[src/rtl/uart_frame_sched.sv]
// Round-robin frame scheduler: shares one UART transmitter among NCH sample channels,
// sending each accepted sample as a header / id / data / checksum frame.
module uart_frame_sched #(
   parameter int         NCH = 4,
   parameter logic [7:0] HDR = 8'hA5
) (
   input  logic             clk,
   input  logic             rst,
   input  logic             ena,
   input  logic [NCH-1:0]   ch_valid,
   input  logic [8*NCH-1:0] ch_data,
   output logic [NCH-1:0]   ch_ready,
   output logic             tx_start,
   output logic [7:0]       tx_data,
   input  logic             tx_busy,
   output logic             frame_active,
   output logic [7:0]       frame_cnt
);

   localparam int PW = (NCH > 1) ? $clog2(NCH) : 1;

   typedef enum logic [2:0] {IDLE, LOAD, PULSE, SKIP, WAIT} state_t;

   state_t        state, state_nx;
   logic [PW-1:0] rr_ptr, winner;
   logic          found, grant;
   logic [7:0]    id_q, data_q, sel_data, byte_nx;
   logic [1:0]    byte_idx;

   // First valid channel searching upward from rr_ptr, wrapping at NCH-1.
   always_comb begin
      logic [PW:0]   sum;
      logic [PW-1:0] idx;
      winner = '0;
      found  = 1'b0;
      sum    = '0;
      idx    = '0;
      for (int k = 0; k < NCH; k++) begin
         sum = {1'b0, rr_ptr} + (PW+1)'(k);
         if (sum >= (PW+1)'(NCH)) sum = sum - (PW+1)'(NCH);
         idx = sum[PW-1:0];
         if (!found && ch_valid[idx]) begin
            found  = 1'b1;
            winner = idx;
         end
      end
   end

   always_comb begin
      sel_data = '0;
      for (int k = 0; k < NCH; k++) begin
         if (PW'(k) == winner) sel_data = ch_data[8*k +: 8];
      end
   end

   assign grant = (state == IDLE) && ena && !tx_busy && found && !rst;

   always_comb begin
      ch_ready = '0;
      if (grant) ch_ready[winner] = 1'b1;
   end

   always_comb begin
      byte_nx = HDR;
      case (byte_idx)
         2'd0:    byte_nx = HDR;
         2'd1:    byte_nx = id_q;
         2'd2:    byte_nx = data_q;
         default: byte_nx = id_q ^ data_q;
      endcase
   end

   always_ff @(posedge clk or posedge rst) begin
      if (rst) state <= IDLE;
      else     state <= state_nx;
   end

   // SKIP exists because the transmitter's busy flag lags its start pulse by a cycle.
   always_comb begin
      state_nx = state;
      case (state)
         IDLE:    if (grant) state_nx = LOAD;
         LOAD:    state_nx = PULSE;
         PULSE:   state_nx = SKIP;
         SKIP:    state_nx = WAIT;
         WAIT:    if (!tx_busy) state_nx = (byte_idx == 2'd3) ? IDLE : LOAD;
         default: state_nx = IDLE;
      endcase
   end

   always_ff @(posedge clk or posedge rst) begin
      if (rst) begin
         tx_start     <= 1'b0;
         tx_data      <= '0;
         frame_active <= 1'b0;
         frame_cnt    <= '0;
         rr_ptr       <= '0;
         id_q         <= '0;
         data_q       <= '0;
         byte_idx     <= '0;
      end else begin
         tx_start <= (state == LOAD);
         case (state)
            IDLE: begin
               if (grant) begin
                  id_q         <= 8'(winner);
                  data_q       <= sel_data;
                  rr_ptr       <= (winner == PW'(NCH-1)) ? '0 : winner + 1'b1;
                  byte_idx     <= '0;
                  frame_active <= 1'b1;
               end
            end
            LOAD: tx_data <= byte_nx;
            WAIT: begin
               if (!tx_busy) begin
                  if (byte_idx == 2'd3) begin
                     frame_active <= 1'b0;
                     frame_cnt    <= frame_cnt + 8'd1;
                  end else begin
                     byte_idx <= byte_idx + 2'd1;
                  end
               end
            end
            default: ;
         endcase
      end
   end

endmodule
[config.mk]
export PLATFORM = sky130hd
export DESIGN_NAME = uart_frame_sched
export DESIGN_NICKNAME = d
export VERILOG_FILES = /design/src/rtl/uart_frame_sched.sv
export SDC_FILE = /design/constraint.sdc
export NUM_CORES = 1
export LEC_CHECK = 0
export CAP_MARGIN = 20
export CORE_ASPECT_RATIO = 1.25
export CORE_UTILIZATION = 50
export DETAILED_ROUTE_END_ITERATION = 7
export GPL_TIMING_DRIVEN = 0
export HOLD_SLACK_MARGIN = 0.08
export PLACE_DENSITY = 0.85
export RECOVER_POWER = 50
export SETUP_SLACK_MARGIN = 0.3
export SLEW_MARGIN = 10
export SYNTH_ARGS = -nofsm -noshare
export SYNTH_HDL_FRONTEND = slang
export SYNTH_SLANG_ARGS = --single-unit
[constraint.sdc]
create_clock -name clk -period 5 [get_ports clk]
set_clock_uncertainty 0.05 [all_clocks]
set_input_delay 0.75 -clock clk [delete_from_list [all_inputs] [get_ports clk]]
set_output_delay 0.75 -clock clk [all_outputs]
set_load 0.05 [all_outputs]
==> summary.md, run 1 <==
| Metric | Value |
|---|---|
| Final WS setup | around 0.57 ns |
| Worst-skew pair later-pin latency | 0.28 ns |
| Final hold violation count | 0 |
| Worst setup EP type | output pin |
| Fraction of registers with async set/reset | 100.0% |
| Chip height | ~72 µm |
| Synth area leaders | dfrtp_1 45%, a21oi_1 6.6%, ha_1 5.7%, a221oi_1 4.0%, o21ai_0 3.8% |
| Worst R2R Path Depth | 11 |
| Synthesized flop and latch total | 35 |
| Commonest non-fill, non-tap cells in the layout | 59 x clkdlybuf4s50_1, 35 x dfrtp_1, 26 x a21oi_1 |
| I/O Buffers | between 60 and 70 |
| Hold Path Sink | frame_cnt[7] |
| Clock buffer depth | 2 |
| # rows | 25 |
| Slew @ Worst Pin | 1.249 ns |
| Max rail drop VDD | between 0.0002 and 0.00025 V |
| Cell accounting for the most synthesized area | dfrtp_1 |
| Number of enable flip-flop cells after synthesis | 0 |
| HP Class | register to register |
| H-tree depth | 2 |
| Tcrit/Tclk final | 88.64% |
| Cell variety after synth | 38 |
| Die width | 58.03 µm |
| Setup TNS | 0 ns |
| GR peak layer | met2 |
| Drt drc | 2 |
| YS warnings | 0 |
| Critical R2R Capture | data_q[6] |
| CTS resizes | 0 |
| Crit path max fanout | 10 |
| Largest net degree at the start of global routing | 36 |
| Synth top area share | 44.64% |
| Max-slew violations | 0 |
| Vias | 1740 |
| Clock root buffer | clkbuf_8 |
| I/O pin count | a little over 60 |
| Fmax achieved | 0.2256 GHz |
| Post-route antenna net violation count | 0 |
| Slew headroom | around 17% |
| ANT cells | 0 |
| Post-DR wirelength/cell | 12.87 µm |
| Starting Density | 52.27% |
| Dpl ws | 0.5834 ns |
| Avg Synthesized Cell Area | 9.387 µm² |
| Final setup fails | 0 |
| CTS tree | built |
| Dpl hpwl | about 3200 µm |
| FF-to-FF setup slack | 2.52 ns |
| Vias in the first global route | between 1500 and 2000 |
| Die area | between 0.004 and 0.005 mm² |
| Drt first pass iters | 8 |
| First-pass GRT wire length | approximately 6700 µm |
| Core area | about 0.0038 mm² |
| Total power | 0.001397 W |
| Setup Fix Bufs, Post-CTS | 0 |
| Commonest non-fill, non-tap cell in the layout | clkdlybuf4s50_1 |
| Seq/Total Area, Yosys | 44.64% |
| Grt met2 use | 36.27% |
| Max_cap viols | 0 |
| Worst-path clk slew | 0.07 ns |
| Post-Route WL | ~4100 µm |
| Worst path arrival time | roughly 3.6 ns |
| Fin crit period | between 4 and 5 ns |
| Layout cells sized above 1 | 7.914% |
| Syn nets | between 200 and 300 |
| Crit start category | primary input |
| CTS Buf Count | 5 |
| Worst Path Required | between 4 and 5 ns |
| Status | finished with violations |
| RD Place Congestion | 0.7988 |
| Layout area overhead | 37.95% |
| Initial antenna violation count | 0 |
| Vias per cell | around 5.5 |
| Post-CTS Hold Buffers | 0 |
| Synth Cell Area | 0.001962 mm² |
| Violated checks | design-rule violations |
| Power per cell area | 516.1 mW/mm² |
| Overflow after GRT | 0 |
| Synthesized instance count | around 210 |
| CTS Sinks | 35 |
| Top_reg_cell synth | dfrtp_1 |
| Post-layout nets | ~330 |
| Hold Crit Depth | 1 |
| Initial DRC Count | 61 |
| GR Util met3 | around 4% |
| Leakage | 1.232 nW |
| All-Layer GR Usage | 20.88% |
| Hold path start | frame_cnt[7] |
| RSZ-0062 raised after global routing | false |
| GRT met1 Usage | 25.81% |
| Reg2reg start | rr_ptr[1] |
| Setup Crit Path Kind | primary input to output pin |
==> final cells by class <==
class | count | area (µm²)
Fill cell | 283 | 1047
Multi-Input combinational cell | 145 | 955.9
Sequential cell | 35 | 875.8
Timing Repair Buffer | 61 | 610.6
Buffer | 13 | 70.07
Clock buffer | 5 | 68.82
Inverter | 16 | 60.06
Tap cell | 40 | 50.05
Clock inverter | 3 | 15.01
==> stage by stage <==
| stage | instances | utilization [%] | area (µm²) | hold slack [ns] |
|---|---|---|---|---|
| CTS | 318 | 72.10 | 2706 | 0.4258 |
| floorplan | 209 | - | 1962 | 0.4031 |
| detailed placement | 310 | 69.87 | 2623 | 0.4122 |
| finish | 318 | 72.10 | 2706 | 0.4176 |
| global placement | 310 | 69.87 | 2623 | 0.4104 |
| global route | 318 | 72.10 | 2706 | 0.4313 |
==> state kept, by name (all words and copies together) (netlist names) <==
signal,flops
byte_idx,2
data_q,8
frame_active,1
frame_cnt,8
id_q,2
rr_ptr,2
state,3
tx_data,8
tx_start,1
==> report_power, final <==
group / internal [W] / leakage, nW / switching [W]
clock network: 0.0000951 / 0.0477 / 0.0000956
registers: 0.000395 / 0.445 / 0.0000918
logic: 0.000292 / 0.739 / 0.000426
total: 0.000783 / 1.23 / 0.000614
==> critical path, stage by stage <==
cell,delay (ns)
clkdlybuf4s50_1,0.47
a21oi_1,0.17
o21a_1,0.12
o22ai_1,0.12
inv_1,0.13
ha_1,0.15
clkbuf_1,0.32
clkbuf_1,0.38
and2_2,0.22
clkdlybuf4s50_1,0.79
==> metal layers <==
| layer | up-vias | routed length (µm) |
|---|---|---|
| met2 | 52 | 2160 |
| met1 | 812 | 1758 |
| li1 | 871 | - |
| met3 | 5 | 139 |
| met5 | - | 0 |
| met4 | 0 | 34 |
==> synthesized netlist by cell type, types with 2 or more instances <==
| library cell | n |
|---|---|
| o21ai_0 | 15 |
| nand3_1 | 2 |
| a221oi_1 | 9 |
| buf_2 | 2 |
| ha_1 | 9 |
| nand4_1 | 4 |
| a21oi_1 | 26 |
| xor2_1 | 2 |
| inv_1 | 16 |
| xnor2_1 | 8 |
| and3_1 | 2 |
| nor2b_1 | 2 |
| a211o_1 | 7 |
| clkbuf_1 | 8 |
| o22ai_1 | 2 |
| nand2_1 | 18 |
| mux2i_1 | 3 |
| nand2b_1 | 2 |
| buf_6 | 2 |
| nor2_1 | 15 |
| and2_2 | 4 |
| dfrtp_1 | 35 |
==> cells by family (layout without fill, tap and decap cells) <==
family,after synthesis,in the layout,share of synthesized area [%]
xor gates and xnor gates,10,10,4.465
muxes,5,5,2.870
DFF,35,35,44.64
adders and majority gates,9,9,5.740
AOI/OAI and AO/OA,66,66,21.11
and+or+nand+nor,55,55,14.54
buffers and inverters,29,98,6.633
==> worst max-delay path by stage <==
| stage | start | to | slack, ns | depth (start not counted) |
|---|---|---|---|---|
| 2_1_floorplan | ch_valid[0] | ch_ready[3] | 2.00 | 8 |
| 3_3_place_gp | ch_valid[0] | ch_ready[3] | 0.61 | 10 |
| 3_5_place_dp | ch_valid[0] | ch_ready[3] | 0.58 | 10 |
| 4_1_cts | ch_valid[0] | ch_ready[3] | 0.56 | 9 |
| 5_1_grt | ch_valid[0] | ch_ready[3] | 0.35 | 10 |
| 6_report | ch_valid[0] | ch_ready[3] | 0.57 | 10 |
Note: power is estimated with default switching activity, not from simulation.
==> run 2: changes to the inputs <==
Settings changed: CORE_UTILIZATION 50 to 52, CTS_BUF_LIST set to sky130_fd_sc_hd__clkbuf_4, PLACE_DENSITY 0.85 to 0.88.
==> run 2 against run 1 <==
The run still ends with design-rule violations left. Total power is 1.4% higher. Worst hold slack improved by 0.0073 ns. Non-clock buffer count is the same. Sequential power hardly changed. Largest cell class unchanged.
==> summary.md, run 2 (same netlist as run 1, synthesis figures left out) <==
| Metric | Value |
|---|---|
| Status | finished with violations |
| Violated checks | design-rule violations |
| Post-route antenna net violation count | 0 |
| Largest net degree at the start of global routing | 36 |
| Max-slew violations | 0 |
| Max_cap viols | 0 |
| Worst-path clk slew | 0.11 ns |
| Clock root buffer | clkbuf_4 |
| Slew headroom | 13.66% |
| Clock buffer depth | 2 |
| Vias in the first global route | about 1700 |
| ANT cells | 0 |
| Crit start category | primary input |
| Crit path max fanout | 10 |
| Worst setup EP type | output pin |
| Final core utilization | approximately three quarters |
| CTS Buf Count | 5 |
| I/O pin count | a little over 60 |
| Finished Layout Cells | between 300 and 400 |
| Post-CTS Hold Buffers | 0 |
| Power per cell area | 525.0 mW/mm² |
| Drt first pass iters | 6 |
| Commonest non-fill, non-tap cells in the layout | 59 x clkdlybuf4s50_1, 35 x dfrtp_1, 26 x a21oi_1 |
| CTS Sinks | 35 |
| Dpl hpwl | 3373 µm |
| CTS tree | built |
| HP Class | register to register |
| Setup TNS | 0 ns |
| Worst Path Required | between 4 and 5 ns |
| Layout cells sized above 1 | 7.554% |
| Commonest non-fill, non-tap cell in the layout | clkdlybuf4s50_1 |
| Worst path arrival time | 3.63 ns |
| Vias | 1758 |
| Slew @ Worst Pin | 1.294 ns |
| Die area | around 0.004 mm² |
| Leakage | 1.227 nW |
| # rows | 24 |
| Initial DRC Count | 65 |
| RSZ-0062 raised after global routing | false |
| Final setup fails | 0 |
| H-tree depth | 2 |
| Fmax achieved | between 0.2 and 0.25 GHz |
| Final hold violation count | 0 |
| Placed insts | 309 |
| CTS resizes | 0 |
| I/O Buffers | slightly above 60 |
| Die width | around 57 µm |
| Smallest hold slack | 0.4248 ns |
| Tcrit/Tclk final | 88.54% |
| Initial antenna violation count | 0 |
| Setup Crit Path Kind | primary input to output pin |
| Layout area overhead | 37.50% |
| Vias per cell | around 5.5 |
| Starting Density | 55.37% |
| Drt drc | 4 |
| Overflow after GRT | 0 |
| Fin crit period | 4.427 ns |
| Core area | roughly 0.0035 mm² |
| Chip height | 70.68 µm |
| RD Place Congestion | 0.7763 |
| First-pass GRT wire length | 7500 µm |
| Post-DR wirelength/cell | 13.99 µm |
| All-Layer GR Usage | 24.07% |
| Top Registers | data_q x8, frame_cnt x8, tx_data x8 |
| Max rail drop VDD | 0.0002475 V |
| Setup Fix Bufs, Post-CTS | 0 |
| Worst-skew pair later-pin latency | approximately 0.34 ns |
| Post-Route WL | roughly 4400 µm |
| Post-layout nets | 326 |
==> run 2: final timing paths <==
kind / start / endpoint / slack (ns) / depth (start not counted)
worst max-delay path: ch_valid[0] / ch_ready[2] / 0.57 / 10
min in group asynchronous: rst / frame_cnt[3] / 1.18 / 2
worst max register to register: rr_ptr[1] / data_q[6] / 2.52 / 11
worst min-delay path: frame_cnt[7] / frame_cnt[7] / 0.42 / 1
max in group asynchronous: rst / data_q[7] / 2.94 / 2
worst min register to register: frame_cnt[7] / frame_cnt[7] / 0.42 / 1
==> run 2: layer usage <==
layer	wire, µm	track usage [%]
met1	1809	26.94
met3	146	3.839
met5	0	0
met4	69	10.30
met2	2410	44.44
==> run 2: area by class of cell <==
class | count | area (µm²)
clock buffers | 5 | 37.54
inverters | 16 | 60.06
plain buffers | 13 | 70.07
well taps | 39 | 48.80
repair buffers | 61 | 610.6
fillers | 277 | 845.8
flip-flops and latches | 35 | 875.8
multi-input cells | 145 | 955.9
clock inverters | 3 | 38.79
==> run 2: critical path, stage by stage <==
cell and delay (ns):
clkdlybuf4s50_1 0.54, mux2i_1 0.09, o22ai_1 0.22, nor2_1 0.12, inv_1 0.09, ha_1 0.15
clkbuf_1 0.30, clkbuf_1 0.37, and2_2 0.22, clkdlybuf4s50_1 0.79
==> run 2: stage by stage <==
stage / power [W] / worst slack [ns] / instance area [µm²]
floorplan: 0.0009900 / 2.002 / 1962
global placement: 0.001191 / 0.6213 / 2621
detailed placement: 0.001220 / 0.5640 / 2621
CTS: 0.001421 / 0.5763 / 2698
global route: 0.001529 / 0.4006 / 2698
finish: 0.001416 / 0.5728 / 2698
==> run 2: power breakdown <==
group	internal (W)	leakage (nW)	total (W)	switching, W
Combinational	0.000294	0.739	0.000730	0.000437
Sequential	0.000394	0.445	0.000489	0.0000942
Clock	0.000103	0.0426	0.000197	0.0000944
Total	0.000791	1.23	0.00142	0.000625
